## src/rtl/wb_cmd_pkg.sv

```systemverilog
// Shared types and widths for the command-to-Wishbone master.
// Imported by the interface, the top and the timeout counter.
package wb_cmd_pkg;
   localparam int WB_ADR_W = 32;
   localparam int WB_DAT_W = 32;
   localparam int WB_SEL_W = 4;

   typedef enum logic [1:0] {
      ST_IDLE = 2'd0,
      ST_BUS  = 2'd1,
      ST_RESP = 2'd2
   } state_t;
endpackage

```

## src/rtl/wb_cmd_master_if.sv

```systemverilog
// Command, response and Wishbone master signal bundle.
// The master modport is the wb_cmd_master side; the slave modport is its environment.
interface wb_cmd_master_if;
   import wb_cmd_pkg::*;

   logic                cmd_valid;
   logic                cmd_ready;
   logic                cmd_we;
   logic [WB_ADR_W-1:0] cmd_adr;
   logic [WB_DAT_W-1:0] cmd_dat;
   logic [WB_SEL_W-1:0] cmd_sel;
   logic                rsp_valid;
   logic                rsp_ready;
   logic [WB_DAT_W-1:0] rsp_dat;
   logic                rsp_err;
   logic                wbm_cyc_o;
   logic                wbm_stb_o;
   logic                wbm_we_o;
   logic [WB_ADR_W-1:0] wbm_adr_o;
   logic [WB_DAT_W-1:0] wbm_dat_o;
   logic [WB_SEL_W-1:0] wbm_sel_o;
   logic [WB_DAT_W-1:0] wbm_dat_i;
   logic                wbm_ack_i;
   logic                busy;

   modport master (
      input  cmd_valid, cmd_we, cmd_adr, cmd_dat, cmd_sel, rsp_ready, wbm_dat_i, wbm_ack_i,
      output cmd_ready, rsp_valid, rsp_dat, rsp_err,
      output wbm_cyc_o, wbm_stb_o, wbm_we_o, wbm_adr_o, wbm_dat_o, wbm_sel_o, busy
   );

   modport slave (
      output cmd_valid, cmd_we, cmd_adr, cmd_dat, cmd_sel, rsp_ready, wbm_dat_i, wbm_ack_i,
      input  cmd_ready, rsp_valid, rsp_dat, rsp_err,
      input  wbm_cyc_o, wbm_stb_o, wbm_we_o, wbm_adr_o, wbm_dat_o, wbm_sel_o, busy
   );
endinterface

```

## src/rtl/wb_timeout_ctr.sv

```systemverilog
// 16-bit bus-cycle timeout counter; tc flags the last allowed cycle (count == LIMIT-1).
module wb_timeout_ctr #(
   parameter int LIMIT = 255
) (
   input  logic clk,
   input  logic srst,
   input  logic clear,
   input  logic enable,
   output logic tc
);
   logic [15:0] cnt_reg;
   logic [15:0] cnt_next;

   always_comb begin
      cnt_next = cnt_reg;
      if (clear) begin
         cnt_next = '0;
      end else if (enable) begin
         cnt_next = cnt_reg + 16'd1;
      end
   end

   always_ff @(posedge clk) begin
      if (srst) begin
         cnt_reg <= '0;
      end else begin
         cnt_reg <= cnt_next;
      end
   end

   assign tc = (cnt_reg == 16'(LIMIT - 1));
endmodule

```

## src/rtl/wb_cmd_master.sv

```systemverilog
// Turns one valid/ready command into a single Wishbone classic cycle and returns
// a response; cycles without ack within TIMEOUT_CYCLES end with rsp_err=1.
module wb_cmd_master
   import wb_cmd_pkg::*;
#(
   parameter int                  TIMEOUT_CYCLES = 255,
   parameter logic [WB_DAT_W-1:0] RSP_ERR_DATA   = 32'h0000_0000
) (
   input logic            wb_clk_i,
   input logic            wb_rst_i,
   wb_cmd_master_if.master bus
);
   state_t              state_reg, state_next;
   logic                cyc_reg, cyc_next;
   logic                we_reg, we_next;
   logic [WB_ADR_W-1:0] adr_reg, adr_next;
   logic [WB_DAT_W-1:0] dat_reg, dat_next;
   logic [WB_SEL_W-1:0] sel_reg, sel_next;
   logic [WB_DAT_W-1:0] rsp_dat_reg, rsp_dat_next;
   logic                rsp_err_reg, rsp_err_next;
   logic                ctr_clear;
   logic                ctr_enable;
   logic                ctr_tc;

   wb_timeout_ctr #(.LIMIT(TIMEOUT_CYCLES)) u_timeout (
      .clk    (wb_clk_i),
      .srst   (wb_rst_i),
      .clear  (ctr_clear),
      .enable (ctr_enable),
      .tc     (ctr_tc)
   );

   always_comb begin
      state_next   = state_reg;
      cyc_next     = cyc_reg;
      we_next      = we_reg;
      adr_next     = adr_reg;
      dat_next     = dat_reg;
      sel_next     = sel_reg;
      rsp_dat_next = rsp_dat_reg;
      rsp_err_next = rsp_err_reg;
      ctr_clear    = 1'b0;
      ctr_enable   = 1'b0;
      case (state_reg)
         ST_IDLE: begin
            if (bus.cmd_valid) begin
               state_next = ST_BUS;
               cyc_next   = 1'b1;
               we_next    = bus.cmd_we;
               adr_next   = bus.cmd_adr;
               dat_next   = bus.cmd_dat;
               sel_next   = bus.cmd_sel;
               ctr_clear  = 1'b1;
            end
         end
         ST_BUS: begin
            // Ack is checked before the terminal count so a last-cycle ack wins.
            if (bus.wbm_ack_i || ctr_tc) begin
               state_next   = ST_RESP;
               cyc_next     = 1'b0;
               we_next      = 1'b0;
               adr_next     = '0;
               dat_next     = '0;
               sel_next     = '0;
               rsp_err_next = ~bus.wbm_ack_i;
               if (bus.wbm_ack_i) begin
                  rsp_dat_next = we_reg ? '0 : bus.wbm_dat_i;
               end else begin
                  rsp_dat_next = RSP_ERR_DATA;
               end
            end else begin
               ctr_enable = 1'b1;
            end
         end
         ST_RESP: begin
            if (bus.rsp_ready) begin
               state_next   = ST_IDLE;
               rsp_dat_next = '0;
               rsp_err_next = 1'b0;
            end
         end
         default: begin
            state_next = ST_IDLE;
         end
      endcase
   end

   always_ff @(posedge wb_clk_i) begin
      if (wb_rst_i) begin
         state_reg   <= ST_IDLE;
         cyc_reg     <= 1'b0;
         we_reg      <= 1'b0;
         adr_reg     <= '0;
         dat_reg     <= '0;
         sel_reg     <= '0;
         rsp_dat_reg <= '0;
         rsp_err_reg <= 1'b0;
      end else begin
         state_reg   <= state_next;
         cyc_reg     <= cyc_next;
         we_reg      <= we_next;
         adr_reg     <= adr_next;
         dat_reg     <= dat_next;
         sel_reg     <= sel_next;
         rsp_dat_reg <= rsp_dat_next;
         rsp_err_reg <= rsp_err_next;
      end
   end

   assign bus.cmd_ready = (state_reg == ST_IDLE);
   assign bus.busy      = (state_reg != ST_IDLE);
   assign bus.rsp_valid = (state_reg == ST_RESP);
   assign bus.rsp_dat   = rsp_dat_reg;
   assign bus.rsp_err   = rsp_err_reg;
   assign bus.wbm_cyc_o = cyc_reg;
   assign bus.wbm_stb_o = cyc_reg;
   assign bus.wbm_we_o  = we_reg;
   assign bus.wbm_adr_o = adr_reg;
   assign bus.wbm_dat_o = dat_reg;
   assign bus.wbm_sel_o = sel_reg;
endmodule

```

## src/flat_wrapper.sv

```systemverilog
// flat-port wrapper written by rule: the top's interface ports become plain ports
module wb_cmd_master_flat import wb_cmd_pkg::*;
#(
   parameter int                  TIMEOUT_CYCLES = 255,
   parameter logic [WB_DAT_W-1:0] RSP_ERR_DATA   = 32'h0000_0000
)
  (wb_clk_i, wb_rst_i, bus_cmd_valid, bus_cmd_we, bus_cmd_adr, bus_cmd_dat, bus_cmd_sel, bus_rsp_ready, bus_wbm_dat_i, bus_wbm_ack_i, bus_cmd_ready, bus_rsp_valid, bus_rsp_dat, bus_rsp_err, bus_wbm_cyc_o, bus_wbm_stb_o, bus_wbm_we_o, bus_wbm_adr_o, bus_wbm_dat_o, bus_wbm_sel_o, bus_busy);
  wb_cmd_master_if bus_i ();
  input logic wb_clk_i;
  input logic wb_rst_i;
  input wire logic [$bits(bus_i.cmd_valid)-1:0] bus_cmd_valid;
  input wire logic [$bits(bus_i.cmd_we)-1:0] bus_cmd_we;
  input wire logic [$bits(bus_i.cmd_adr)-1:0] bus_cmd_adr;
  input wire logic [$bits(bus_i.cmd_dat)-1:0] bus_cmd_dat;
  input wire logic [$bits(bus_i.cmd_sel)-1:0] bus_cmd_sel;
  input wire logic [$bits(bus_i.rsp_ready)-1:0] bus_rsp_ready;
  input wire logic [$bits(bus_i.wbm_dat_i)-1:0] bus_wbm_dat_i;
  input wire logic [$bits(bus_i.wbm_ack_i)-1:0] bus_wbm_ack_i;
  output wire logic [$bits(bus_i.cmd_ready)-1:0] bus_cmd_ready;
  output wire logic [$bits(bus_i.rsp_valid)-1:0] bus_rsp_valid;
  output wire logic [$bits(bus_i.rsp_dat)-1:0] bus_rsp_dat;
  output wire logic [$bits(bus_i.rsp_err)-1:0] bus_rsp_err;
  output wire logic [$bits(bus_i.wbm_cyc_o)-1:0] bus_wbm_cyc_o;
  output wire logic [$bits(bus_i.wbm_stb_o)-1:0] bus_wbm_stb_o;
  output wire logic [$bits(bus_i.wbm_we_o)-1:0] bus_wbm_we_o;
  output wire logic [$bits(bus_i.wbm_adr_o)-1:0] bus_wbm_adr_o;
  output wire logic [$bits(bus_i.wbm_dat_o)-1:0] bus_wbm_dat_o;
  output wire logic [$bits(bus_i.wbm_sel_o)-1:0] bus_wbm_sel_o;
  output wire logic [$bits(bus_i.busy)-1:0] bus_busy;
  assign bus_i.cmd_valid = bus_cmd_valid;
  assign bus_i.cmd_we = bus_cmd_we;
  assign bus_i.cmd_adr = bus_cmd_adr;
  assign bus_i.cmd_dat = bus_cmd_dat;
  assign bus_i.cmd_sel = bus_cmd_sel;
  assign bus_i.rsp_ready = bus_rsp_ready;
  assign bus_i.wbm_dat_i = bus_wbm_dat_i;
  assign bus_i.wbm_ack_i = bus_wbm_ack_i;
  assign bus_cmd_ready = bus_i.cmd_ready;
  assign bus_rsp_valid = bus_i.rsp_valid;
  assign bus_rsp_dat = bus_i.rsp_dat;
  assign bus_rsp_err = bus_i.rsp_err;
  assign bus_wbm_cyc_o = bus_i.wbm_cyc_o;
  assign bus_wbm_stb_o = bus_i.wbm_stb_o;
  assign bus_wbm_we_o = bus_i.wbm_we_o;
  assign bus_wbm_adr_o = bus_i.wbm_adr_o;
  assign bus_wbm_dat_o = bus_i.wbm_dat_o;
  assign bus_wbm_sel_o = bus_i.wbm_sel_o;
  assign bus_busy = bus_i.busy;
  wb_cmd_master #(.TIMEOUT_CYCLES(TIMEOUT_CYCLES), .RSP_ERR_DATA(RSP_ERR_DATA)) u_core (.wb_clk_i(wb_clk_i), .wb_rst_i(wb_rst_i), .bus(bus_i));
endmodule
```

## config.mk

```make
export PLATFORM = sky130hd
export DESIGN_NAME = wb_cmd_master_flat
export DESIGN_NICKNAME = d
export VERILOG_FILES = /design/src/rtl/wb_cmd_pkg.sv /design/src/rtl/wb_cmd_master_if.sv /design/src/rtl/wb_timeout_ctr.sv /design/src/rtl/wb_cmd_master.sv /design/src/flat_wrapper.sv
export SDC_FILE = /design/constraint.sdc
export NUM_CORES = 1
export LEC_CHECK = 0
export ABC_AREA = 1
export BUFFER_PORTS_ARGS = -buffer_cell sky130_fd_sc_hd__buf_2
export CAP_MARGIN = 20
export CORE_MARGIN = 3
export CORE_UTILIZATION = 35
export DETAILED_ROUTE_END_ITERATION = 6
export GPL_TIMING_DRIVEN = 0
export SLEW_MARGIN = 20
export SYNTH_ARGS = -nofsm -noshare
export SYNTH_HDL_FRONTEND = slang
export SYNTH_SLANG_ARGS = --single-unit
```

## constraint.sdc

```tcl
create_clock -name wb_clk_i -period 3.45 [get_ports wb_clk_i]
set_input_delay 1.035 -clock wb_clk_i [delete_from_list [all_inputs] [get_ports wb_clk_i]]
set_output_delay 1.035 -clock wb_clk_i [all_outputs]
set_load 0.01 [all_outputs]
```

---- Word level (Yosys, flattened, before mapping) ----
Index checks and enable logic that the tools add are counted.
operators by class
  multiplexer cells ....................... 29
  reduce and logical (&&, ||, !) cells .... 9
  equality and inequality tests ........... 6
  add/sub/neg operators ................... 1
  bitwise logic cells ..................... 1
operators by type and width
  operator               number
  $mux 32                7
  $pmux 32 s2            3
  $add 16x1->16 const B  1
  $eq 16x8->1 const B    1
  $mux 1                 9
  $reduce_and 3->1       3
  $mux 4                 2
  $pmux 4 s2             1
  $mux 2                 3
  $pmux 1 s2             3
  $pmux 2 s3             1
  $reduce_bool 2->1      3
  $ne 2x2->1 const B     2
  $eq 2x1->1 const B     1
  $eq 2x2->1 const B     1
  $logic_not 2->1        1
  $ne 2x1->1 const B     1
  $reduce_or 2->1        1
  $logic_or 1x1->1       1
  $not 1->1              1
storage, ports and cells
  input port bits ......................... 106
  word-level logic and storage cells ...... 55
  register bits after elaboration ......... 121

---- Logic depth before layout (Yosys ltp) ----
Gate-level depths: netlist of run 1.
  depth in word-level cells ............... 4
  mapped depth ............................ 11
  mapped depth without buffers ............ 10

---- Cells and area by module ----
Synthesis of run 1 repeated with hierarchy kept, for this count alone.
second synthesis, totals
  cells, all modules ...................... 751
  area total of the unflattened synthesis .. 5233.8 um^2
by module, submodules not included
  module          cells each  instances  seq. area each (um^2)  area an instance (um^2)
  wb_cmd_master   612         1          2102.0                 4334.2
  wb_timeout_ctr  139         1          320.3                  899.6

---- Worst setup path after synthesis of run 1 ----
OpenSTA, ideal clock, no wires.
  kind .................................... input-to-reg
  from .................................... input wb_rst_i
  to ...................................... register u_core.u_timeout.cnt_reg[10]
  library setup time ...................... 0.132 ns
  data required time ...................... 3.318 ns
  arrival ................................. 1.859 ns
  stages on the path ...................... 5
  setup slack ............................. 1.459 ns
  cells stage by stage .................... buf_2 -> clkinv_1 -> nand2_1 -> clkbuf_1 -> a21oi_1
on the way
  longest elaborated chain between the ends .. 1
ends and longest elaborated chain
  item                              RTL line              source
  from (decl)                       flat_wrapper.sv:10    input logic wb_rst_i;
  $reduce_or 2->1 (no source line)  --
  to (signal assigned)              wb_timeout_ctr.sv:27  cnt_reg <= cnt_next;
  to (decl)                         wb_timeout_ctr.sv:11  logic [15:0] cnt_reg;
Every way passes these cells.
A chain may end at the register's enable or synchronous reset.

---- Worst setup path after layout of run 1 ----
  from .................................... register u_core.state_reg[0]
  to ...................................... output bus_busy
on the way
  longest elaborated chain between the ends .. 1
ends and longest elaborated chain
  item                    RTL line              source
  from (decl)             wb_cmd_master.sv:13   state_t state_reg, state_next;
  from (signal assigned)  wb_cmd_master.sv:99   state_reg <= state_next;
  $reduce_bool 2->1       wb_cmd_master.sv:111  assign bus.busy = (state_reg != ST_IDLE);
  to (decl)               flat_wrapper.sv:29    output wire logic [$bits(bus_i.busy)-1:0] bus_busy;
Every way passes these cells.

==> results of run 1 <==
## Yosys cell counts
cell      count
ha_1          2
inv_2         1
nand2_2      13
buf_8         1
nand2_4       1
xnor2_1       7
dfxtp_1     121
buf_4         3
nand3_1      39
nand2_1     230
buf_6         5
buf_1         5
a21oi_2      21
buf_2        13
a21oi_1      99
xor2_1        3
o21ai_0       4
inv_1        80
clkinv_1      3
nor2_2        2
nor2_1       86
nand3_4       1
clkbuf_1     19
nand4_1       1
## power by group through the flow
stage               combinational [mW]  sequential (mW)  clock [mW]
floorplan                        0.279             1.59           0
global placement                 0.542             1.56           0
detailed placement               0.546             1.56           0
CTS                              0.548             1.53        1.85
global route                     0.610             1.54        1.91
finish                           0.539             1.53        1.82
## per-stage QoR
stage / power (mW) / std cells / hold slack [ps] / util [%]
5_1_grt: 4.06 / 1187 / 470 / 49.0
2_1_floorplan: 1.87 / 760 / 468 / -
3_3_place_gp: 2.10 / 1155 / 446 / 44.9
4_1_cts: 3.93 / 1187 / 456 / 49.0
6_report: 3.89 / 1187 / 455 / 49.0
3_5_place_dp: 2.10 / 1155 / 447 / 44.9
## critical path, cell delays in order, from the launching register on
cell and delay (ps):
dfxtp_1 340, nor2_1 290, inv_1 70, buf_2 140
## cell families after synthesis
family	after synthesis
flip-flops	121
AND/OR/NAND/NOR	373
AO/OA/AOI/OAI	124
adder cells (fa/ha/maj)	2
buffers and inverters	130
XOR/XNOR	10
## layout make-up
class	count	area (um^2)	area share (%)
Sequential cell	121	2420	33.6
Inverter	84	315	4.38
Clock inverter	12	148	2.05
Tap cell	184	230	3.20
Clock buffer	20	457	6.34
Buffer	46	249	3.46
Timing Repair Buffer	211	1060	14.7
Multi-Input combinational cell	509	2320	32.3
## layer usage
metal  track usage (%)  part of all wire (%)  vias up  wire length (um)
met3              7.50                   8.4       11              1290
met4              5.74                  0.95        0               146
met2              29.4                    47      164              7190
met1              23.2                    44     2342              6800
li1                  -                     -     2811                 -
met5                 0                     0        -                 0
## worst max-delay path by stage
stage | from | to | cells past startpoint
after global routing | u_core.state_reg[0] | bus_busy | 3
after detailed placement | wb_rst_i | u_core.u_timeout.cnt_reg[11] | 5
final | u_core.state_reg[0] | bus_busy | 3
after floorplan | wb_rst_i | u_core.u_timeout.cnt_reg[10] | 5
after global placement | wb_rst_i | u_core.u_timeout.cnt_reg[12] | 5
after CTS | u_core.state_reg[0] | bus_busy | 3
==> reports/results.ini, run 1 <==
[power]
clock_power_share_pct=46.8
p_int_mw=2.87
ir_drop_mv=0.346
switching_share_pct=26.2
p_switching_mw=1.02
power_density_nw_per_um2=540
power.static_leakage_nw=3.59
power_frac_comb_pct=13.9
p_seq_share_pct=39.3

[grt]
grt_antenna_before_repair=0
grt_pass1_vias=5036
grt_max_degree=17
gr-total-overflow=0
grt_first_pass_wirelength_mm=24.6
grt_usage_pct=18.6

[timing]
setup_viol=0
fin_skew_ps=6.89
fin_setup_tns_ps=0
fmax_ghz=0.438
rsz0062_at_grt=no
slew_headroom_pct=55.4
worst_pin_slew_ps=669
hold_viol_final=0
fin_crit_ps=2280
final_max_slew_viol_count=0
fin_ws_ps=1170
fin_crit_sh_pct=66.1

[worst_setup_path]
cp_max_fo=3
cp-start-kind=flip-flop
r2r_end=u_core.bus.wbm_dat_o[18]
worstPathRequired_ps=2410
worstRegToRegCells=6
worstPathArrival_ps=1250
crit_path_end_kind=primary output
crit_type=reg2out
rrSetupSlack_ps=1550
r2r-start=u_core.state_reg[0]

[yosys]
yosysSeqAreaShare_pct=45.6
ys_ff_latch=121
synth_adder_area_share_pct=0.471
synth_xor_area_share_pct=1.65
yosysUniqueCellTypes=24
synthMuxAreaShare_pct=0
synthesis.area_um2=5310
synth_warnings=0
synth_cells=760
synth_top_area_share_pct=45.6
yosys.area_share.simple_pct=28.4
synth_top_family_by_area=simple AND/OR/NAND/NOR gates
yosys.area.top_type=dfxtp_1
synth_area_leaders=dfxtp_1, nand2_1, a21oi_1, nor2_1, inv_1
mappedNetlistNets=868
syn_area_per_cell_um2=6.99
synth_compound_area_share_pct=13.2

[cts]
cts_buffers=17
cts_hold_buf=0
cts_tree=yes
clockBufferDepth=2
post_cts_buffers=0
cts.sinks=121
cts_root_buf=clkbuf_16
post_cts_resized=0
clk_latency_ps=410
h-tree-depth=4
clk_pin_slew_ps=60

[finish]
final_cell_mix=nand2_1, buf_2, dfxtp_1
antenna-diode-count=0
drive_gt1_share_pct=30.2
layout_commonest_cell=nand2_1
syn2layout_area_growth_pct=35.6
final_area_um2=7200
fillers=1556
fin_nets=1098

[detailed_routing]
routed_wl_mm=15.4
avgRoutedWirePerCell_um=13.0
remaining_drc_errors=0
drt-pass1-iter-count=4
ant_nets=0
vias_per_cell=4.49
vias=5328
drt_iter0_markers=258

[die]
initial_utilization_pct=36.1
fp.dieH_um=129
fp.coreArea_um2=14700
pin_count=213
dieWidth_um=129
die-area_um2=16700
rows=44

[min_path]
min_to=u_core.bus.wbm_adr_o[3]
min_from=u_core.bus.wbm_adr_o[3]
hold_depth=2
worstHoldPathType=reg2reg

[placement]
place_area_um2=6600
gp_congestion=0.833
place_worst_setup_slack_ps=915
dpl.hpwl_mm=11.4
port_buffers=211

[outcome]
status=completed

[job]
drv_cap=0

(Power assumes the default switching activity.)
==> run 2: changes to the inputs <==
Settings changed: ABC_AREA 1 to 0.
Clock period 3.45 ns to 2.2 ns, I/O delays scaled along.
==> run 2 against run 1 <==
Effect of this change:
- total power up 55%
- global-route usage is 1.6 points lower
- via count is 25% lower
- critical path depth rose by 2
- clock-buffer cell count shrank 3
- synthesized cell count decreased by 44%
- non-clock buffer count decreased by 16
- cell count is 30% lower
- hold slack worse by 3.9 ps
- combinational power up 18%
- clock skew is essentially flat
- wire length fell by 21%
==> reports/results.ini, run 2 <==
[timing]
fin_crit_sh_pct=93.1
fin_skew_ps=6.75  ; -0.138 ps
fin_crit_ps=2050
slew_headroom_pct=42.1  ; -13 points
rsz0062_at_grt=no
setup_viol=0  ; unchanged
hold_viol_final=0  ; unchanged
fin_ws_ps=152  ; -1020 ps
final_max_slew_viol_count=0  ; unchanged
worst_pin_slew_ps=857  ; +188 ps
fmax_ghz=0.488

[placement]
place_worst_setup_slack_ps=-390  ; -1310 ps
dpl.hpwl_mm=9.10  ; -20%
port_buffers=210  ; -0.47%
gp_congestion=0.800  ; -3.9%

[yosys]
synthMuxAreaShare_pct=15.8  ; +16 points
yosysUniqueCellTypes=43  ; +79%
synth_adder_area_share_pct=0.563  ; +0.092 points
synth_top_family_by_area=multiplexers
synthTopCellsByCount=dfxtp_1, nor2_1, mux2i_1, a22o_1, clkbuf_1
synth_compound_area_share_pct=11.5  ; -1.7 points
synthArstFlopShare_pct=0  ; unchanged
synth_area_leaders=dfxtp_1, mux2i_1, nor2_1, a22o_1, clkbuf_1
ys_ff_latch=121  ; unchanged
yosysSeqAreaShare_pct=54.5  ; +8.9 points
yosys.area_share.simple_pct=14.4  ; -14 points
synthesis.area_um2=4440  ; -16%
syn_area_per_cell_um2=10.5  ; +50%
synth_warnings=0  ; unchanged
synth_cells=425  ; -44%
synth_enable_flop_cells=0  ; unchanged
synth_top_area_share_pct=54.5  ; +8.9 points
synthMostInstantiatedCell=dfxtp_1
synth_ff_type=dfxtp_1
yosys.area.top_type=dfxtp_1
synth_xor_area_share_pct=0  ; -1.6 points
mappedNetlistNets=533  ; -39%

[die]
dieWidth_um=119  ; -8.1%
fp.dieH_um=119  ; -8.1%
pin_count=213  ; unchanged
rows=40  ; -9.1%
die-area_um2=14100  ; -16%
fp.coreArea_um2=12200  ; -17%
initial_utilization_pct=36.4  ; +0.28 points

[detailed_routing]
avgRoutedWirePerCell_um=14.6  ; +12%
routed_wl_mm=12.2  ; -21%
remaining_drc_errors=0  ; unchanged
drt_iter0_markers=184  ; -29%
vias=3979  ; -25%
ant_nets=0  ; unchanged
drt-pass1-iter-count=4  ; unchanged
vias_per_cell=4.76  ; +6.0%

[min_path]
worstHoldPathType=in2reg
min_from=bus_wbm_dat_i[13]
hold_depth=2  ; unchanged
min_to=u_core.bus.rsp_dat[13]

[cts]
cts_tree=yes
h-tree-depth=4  ; unchanged
cts.sinks=121  ; unchanged
cts_buffers=17  ; unchanged
clk_pin_slew_ps=60  ; about the same
cts_root_buf=clkbuf_16
clk_latency_ps=410  ; about the same
clockBufferDepth=2  ; unchanged

[grt]
grt_usage_pct=17.0  ; -1.6 points
grt_pass1_vias=3914  ; -22%
grt_max_degree=17  ; unchanged
grt_first_pass_wirelength_mm=19.3  ; -21%
grt_antenna_before_repair=0  ; unchanged
gr-total-overflow=0  ; unchanged

[finish]
antenna-diode-count=0  ; unchanged
fin_util_pct=52.4  ; +3.4 points
final_cell_mix=buf_2, dfxtp_1, nor2_1
fillers=1163  ; -25%
fin_nets=763  ; -31%
multi_input_area_um2=1890  ; -19%
seq_area_um2=2420  ; unchanged
drive_gt1_share_pct=40.4  ; +10 points
layout_commonest_cell=buf_2
syn2layout_area_growth_pct=43.9

[worst_setup_path]
worstPathArrival_ps=2340  ; +1090 ps
critical_path.top_delay_family=simple AND/OR/NAND/NOR gates
cp-start-kind=flip-flop
r2r-start=u_core.u_timeout.cnt_reg[11]
crit_path_end_kind=flip-flop
worstRegToRegCells=5  ; -1
critPathSlowestCell=or4_4
rrSetupSlack_ps=150  ; -1400 ps
crit_path_max_incr_delay_ps=570  ; +230 ps
worstPathRequired_ps=2500  ; +90 ps
cp_max_fo=10  ; +7
path_buf_inv=1  ; -1
crit_type=reg2reg
path_cells=or4_4 > nor4_4 > a21oi_2 > buf_2 > a22o_1
r2r_end=u_core.bus.rsp_dat[27]

[power]
p_int_mw=4.61  ; +61%
p_switching_mw=1.42  ; +39%
p_seq_share_pct=39.2  ; about the same
switching_share_pct=23.5  ; -2.7 points
power_density_nw_per_um2=944  ; +75%
power.static_leakage_nw=3.09  ; -14%
power_frac_comb_pct=10.5  ; -3.4 points
power_mw=6.03  ; +55%
ir_drop_mv=0.535  ; +55%
clock_power_share_pct=50.2  ; +3.4 points

[outcome]
status=completed

[job]
drv_cap=0  ; unchanged

-- run 2: changes by cell type in the layout (fill, tap and decap cells not counted), sizes merged, moves of 7 or more --
cell   change
o31ai      +7
a22o      +32
a21oi    -107
nor2      -11
nand3     -37
xnor2      -7
inv       -77
mux2i     +70
or4       +10
nand2    -233
buf       -19
-- run 2: how the worst max path moves through the flow --
stage / from / endpoint / slack (ps) / cells after the start
final: u_core.u_timeout.cnt_reg[11] / u_core.bus.rsp_dat[27] / 150 / 5
after CTS: u_core.state_reg[1] / u_core.bus.wbm_dat_o[22] / 4 / 5
after global placement: bus_cmd_valid / u_core.bus.wbm_dat_o[12] / -360 / 6
after detailed placement: bus_cmd_valid / u_core.bus.wbm_dat_o[6] / -390 / 6
after global routing: u_core.u_timeout.cnt_reg[11] / u_core.bus.rsp_dat[28] / 2 / 5
after floorplan: bus_wbm_ack_i / u_core.u_timeout.cnt_reg[15] / 60 / 5
-- run 2: kinds of logic after synthesis --
logic type,count (synthesis)
buffers and inverters,34
AOI/OAI and AO/OA,67
DFF,121
muxes,70
adders and majority gates,2
and+or+nand+nor,131
-- run 2: power groups by stage --
stage	Combinational [mW]	Clock (mW)	Sequential, mW
after global routing	0.693	3.20	2.38
after CTS	0.638	3.10	2.37
final	0.635	3.03	2.37
after floorplan	0.296	0	2.46
after global placement	0.623	0	2.41
after detailed placement	0.634	0	2.41
-- run 2: repair_timing --
action | 4_1_cts | 5_1_grt
cloned | 0 | 0
setup buffers | 0 | 1
gates resized for setup | 3 | 20
endpoints found under the hold margin | 0 | 0
pin swaps | 0 | 1
setup endpoints to repair | 70 | 99
hold buffers | 0 | 0
-- run 2: metrics by stage --
stage | area [um^2] | cells | hold slack (ps) | TNS (ps)
6_report | 6390 | 836 | 451 | 0
5_1_grt | 6390 | 836 | 437 | 0
4_1_cts | 6360 | 835 | 430 | 0
3_5_place_dp | 5710 | 803 | 460 | -27780
3_3_place_gp | 5710 | 803 | 456 | -25250
2_1_floorplan | 4440 | 425 | 453 | 0
-- run 2: layout make-up --
class                      count  area share, %
inverter                       4          0.235
tap                          168           3.29
multi-input combinational    270           29.6
buffer                        30           2.31
sequential                   121           37.9
timing repair buffer         211           16.6
clock buffer                  17           6.65
clock inverter                15           3.50
-- run 2: metal layers --
layer	routed length, um	GRT usage, %
met1	5340	20.0
met2	5540	27.1
met3	1200	7.89
met4	135	6.08
met5	0	0
==> run 3: changes to the inputs <==
Settings changed: BUFFER_PORTS_ARGS -buffer_cell sky130_fd_sc_hd__buf_2 to not set, DONT_BUFFER_PORTS set to 1.
==> run 3 against run 2 <==
Effect of this change:
- critical path depth unchanged
- core utilization down 9.4 points
- global-route usage down 1.7 points
- hold slack worse by 70 ps
- total power down 12%
- wire length down 12%
- critical path type unchanged
- critical endpoint is now u_core.bus.rsp_dat[3]
- largest cell class unchanged
- largest power group unchanged
- highest routed layer unchanged
==> reports/results.ini, run 3 (synthesis gave the netlist of run 2 again) <==
[outcome]
status=completed

[detailed_routing]
vias_per_cell=5.18  ; +8.9%
drt_iter0_markers=91  ; -51%
remaining_drc_errors=0  ; unchanged
wl_met2_mm=5.21  ; -5.9%
ant_nets=0  ; unchanged
routed.top_layer=met4
wl_met3_mm=1.16  ; -3.7%
routed_wl_mm=10.8  ; -12%
vias=3238  ; -19%
drt-pass1-iter-count=4  ; unchanged
wl_met1_mm=4.23  ; -21%
avgRoutedWirePerCell_um=17.3  ; +18%

[timing]
hold_viol_final=0  ; unchanged
setup_viol=0  ; unchanged
worst_pin_slew_ps=516  ; -341 ps
fin_ws_ps=117  ; -35.5 ps
timing.hold.ws_ps=381  ; -70.3 ps
rsz0062_at_grt=no
slew_headroom_pct=65.6  ; +24 points
fmax_ghz=0.480  ; -1.7%
final_max_slew_viol_count=0  ; unchanged
fin_skew_ps=8.25  ; +1.50 ps
fin_crit_ps=2080  ; +35.5 ps
fin_crit_sh_pct=94.7  ; +1.6 points

[worst_setup_path]
crit_type=reg2reg
cp_max_fo=10  ; unchanged
critPathSlowestCell=or4_4
crit_path_max_incr_delay_ps=590  ; +20 ps
path_cells=or4_4 > nor4_4 > a21oi_2 > buf_2 > a22o_1
cp-start-kind=flip-flop
worstPathRequired_ps=2490  ; about the same
worstPathArrival_ps=2370  ; +30 ps
crit_path_end_kind=flip-flop

[power]
p_switching_mw=1.36  ; -4.3%
power_frac_comb_pct=6.9  ; -3.6 points
switching_share_pct=25.5  ; +2.0 points
power.static_leakage_nw=2.06  ; -33%
p_seq_share_pct=45.9  ; +6.7 points
clock_power_share_pct=47.3  ; -2.9 points
ir_drop_mv=0.492  ; -8.0%
power_density_nw_per_um2=1020  ; +7.6%
p_int_mw=3.97  ; -14%

[placement]
gp_congestion=0.762  ; -4.7%
place_worst_setup_slack_ps=-392  ; -1.49 ps
post-place-cells=593  ; -26%
dpl.hpwl_mm=8.10  ; -11%
port_buffers=0  ; -100%

[die]
die-area_um2=14100  ; unchanged
fp.coreArea_um2=12200  ; unchanged
initial_utilization_pct=36.4  ; unchanged
pin_count=213  ; unchanged
dieWidth_um=119  ; unchanged
rows=40  ; unchanged
fp.dieH_um=119  ; unchanged

[grt]
grt_pass1_vias=3385  ; -14%
grt_usage_pct=15.3  ; -1.7 points
grt_max_degree=17  ; unchanged
gr-total-overflow=0  ; unchanged
grt_antenna_before_repair=0  ; unchanged
grt_first_pass_wirelength_mm=17.3  ; -10%

[finish]
fin_nets=552  ; -28%
stdcell_count=625  ; -25%
layout_commonest_cell=dfxtp_1
antenna-diode-count=0  ; unchanged
final_cell_mix=dfxtp_1, nor2_1, mux2i_1
fin_util_pct=43.0  ; -9.4 points
drive_gt1_share_pct=12.9  ; -28 points
syn2layout_area_growth_pct=18.1

[cts]
cts.sinks=121  ; unchanged
clk_pin_slew_ps=50  ; about the same
cts_buffers=17  ; unchanged
clk_latency_ps=410  ; about the same
cts_tree=yes
cts_root_buf=clkbuf_16
h-tree-depth=4  ; unchanged
clockBufferDepth=2  ; unchanged

[job]
drv_cap=0  ; unchanged

[min_path]
worstHoldPathType=in2reg

## run 3: repair_timing
| item | CTS | global route |
|---|---|---|
| setup endpoints to repair | 70 | 100 |
| resized for setup | 7 | 14 |
| buffers inserted | 0 | 0 |
| hold buffers | 0 | 0 |
| endpoints found under the hold margin | 0 | 0 |
## run 3: final timing paths
kind	start	endpoint	slack (ps)	depth (start not counted)
hold reg to reg	u_core.u_timeout.cnt_reg[7]	u_core.u_timeout.cnt_reg[7]	490	1
hold / removal	bus_wbm_dat_i[17]	u_core.bus.rsp_dat[17]	380	1
setup reg to reg	u_core.u_timeout.cnt_reg[11]	u_core.bus.rsp_dat[3]	120	5
setup / recovery	u_core.u_timeout.cnt_reg[11]	u_core.bus.rsp_dat[3]	120	5
## run 3: area by class of cell
| type | instances | area (um^2) |
|---|---|---|
| well taps | 168 | 210 |
| clock inverters | 13 | 96.3 |
| inverters | 4 | 15.0 |
| fillers | 1199 | 6960 |
| multi-input cells | 270 | 1900 |
| plain buffers | 30 | 148 |
| clock buffers | 19 | 453 |
| flip-flops and latches | 121 | 2420 |
## run 3: power groups by stage
stage | Sequential (mW) | Clock (mW) | Combinational [mW]
global route | 2.46 | 2.69 | 0.416
CTS | 2.45 | 2.57 | 0.367
finish | 2.45 | 2.52 | 0.365
detailed placement | 2.49 | 0 | 0.366
global placement | 2.49 | 0 | 0.351
floorplan | 2.46 | 0 | 0.296
## run 3: metal layers
| layer | up-vias | global-route usage (%) |
|---|---|---|
| li1 | 1559 | - |
| met1 | 1485 | 17.0 |
| met2 | 175 | 25.4 |
| met3 | 19 | 7.61 |
| met4 | 0 | 4.85 |
| met5 | - | 0 |
## run 3: metrics by stage
| stage | instance area (um^2) | TNS (ps) | total power [mW] |
|---|---|---|---|
| global placement | 4650 | -25190 | 2.84 |
| detailed placement | 4650 | -29520 | 2.86 |
| floorplan | 4440 | 0 | 2.76 |
| finish | 5250 | 0 | 5.33 |
| global route | 5250 | 0 | 5.56 |
| CTS | 5220 | 0 | 5.39 |
## run 3: worst max-delay path, delay by kind of cell, from the launching register on
kind	cells	cell delay, ps
and+or+nand+nor	2	1000
AOI/OAI and AO/OA	2	390
DFF	1	370
buffers and inverters	1	200
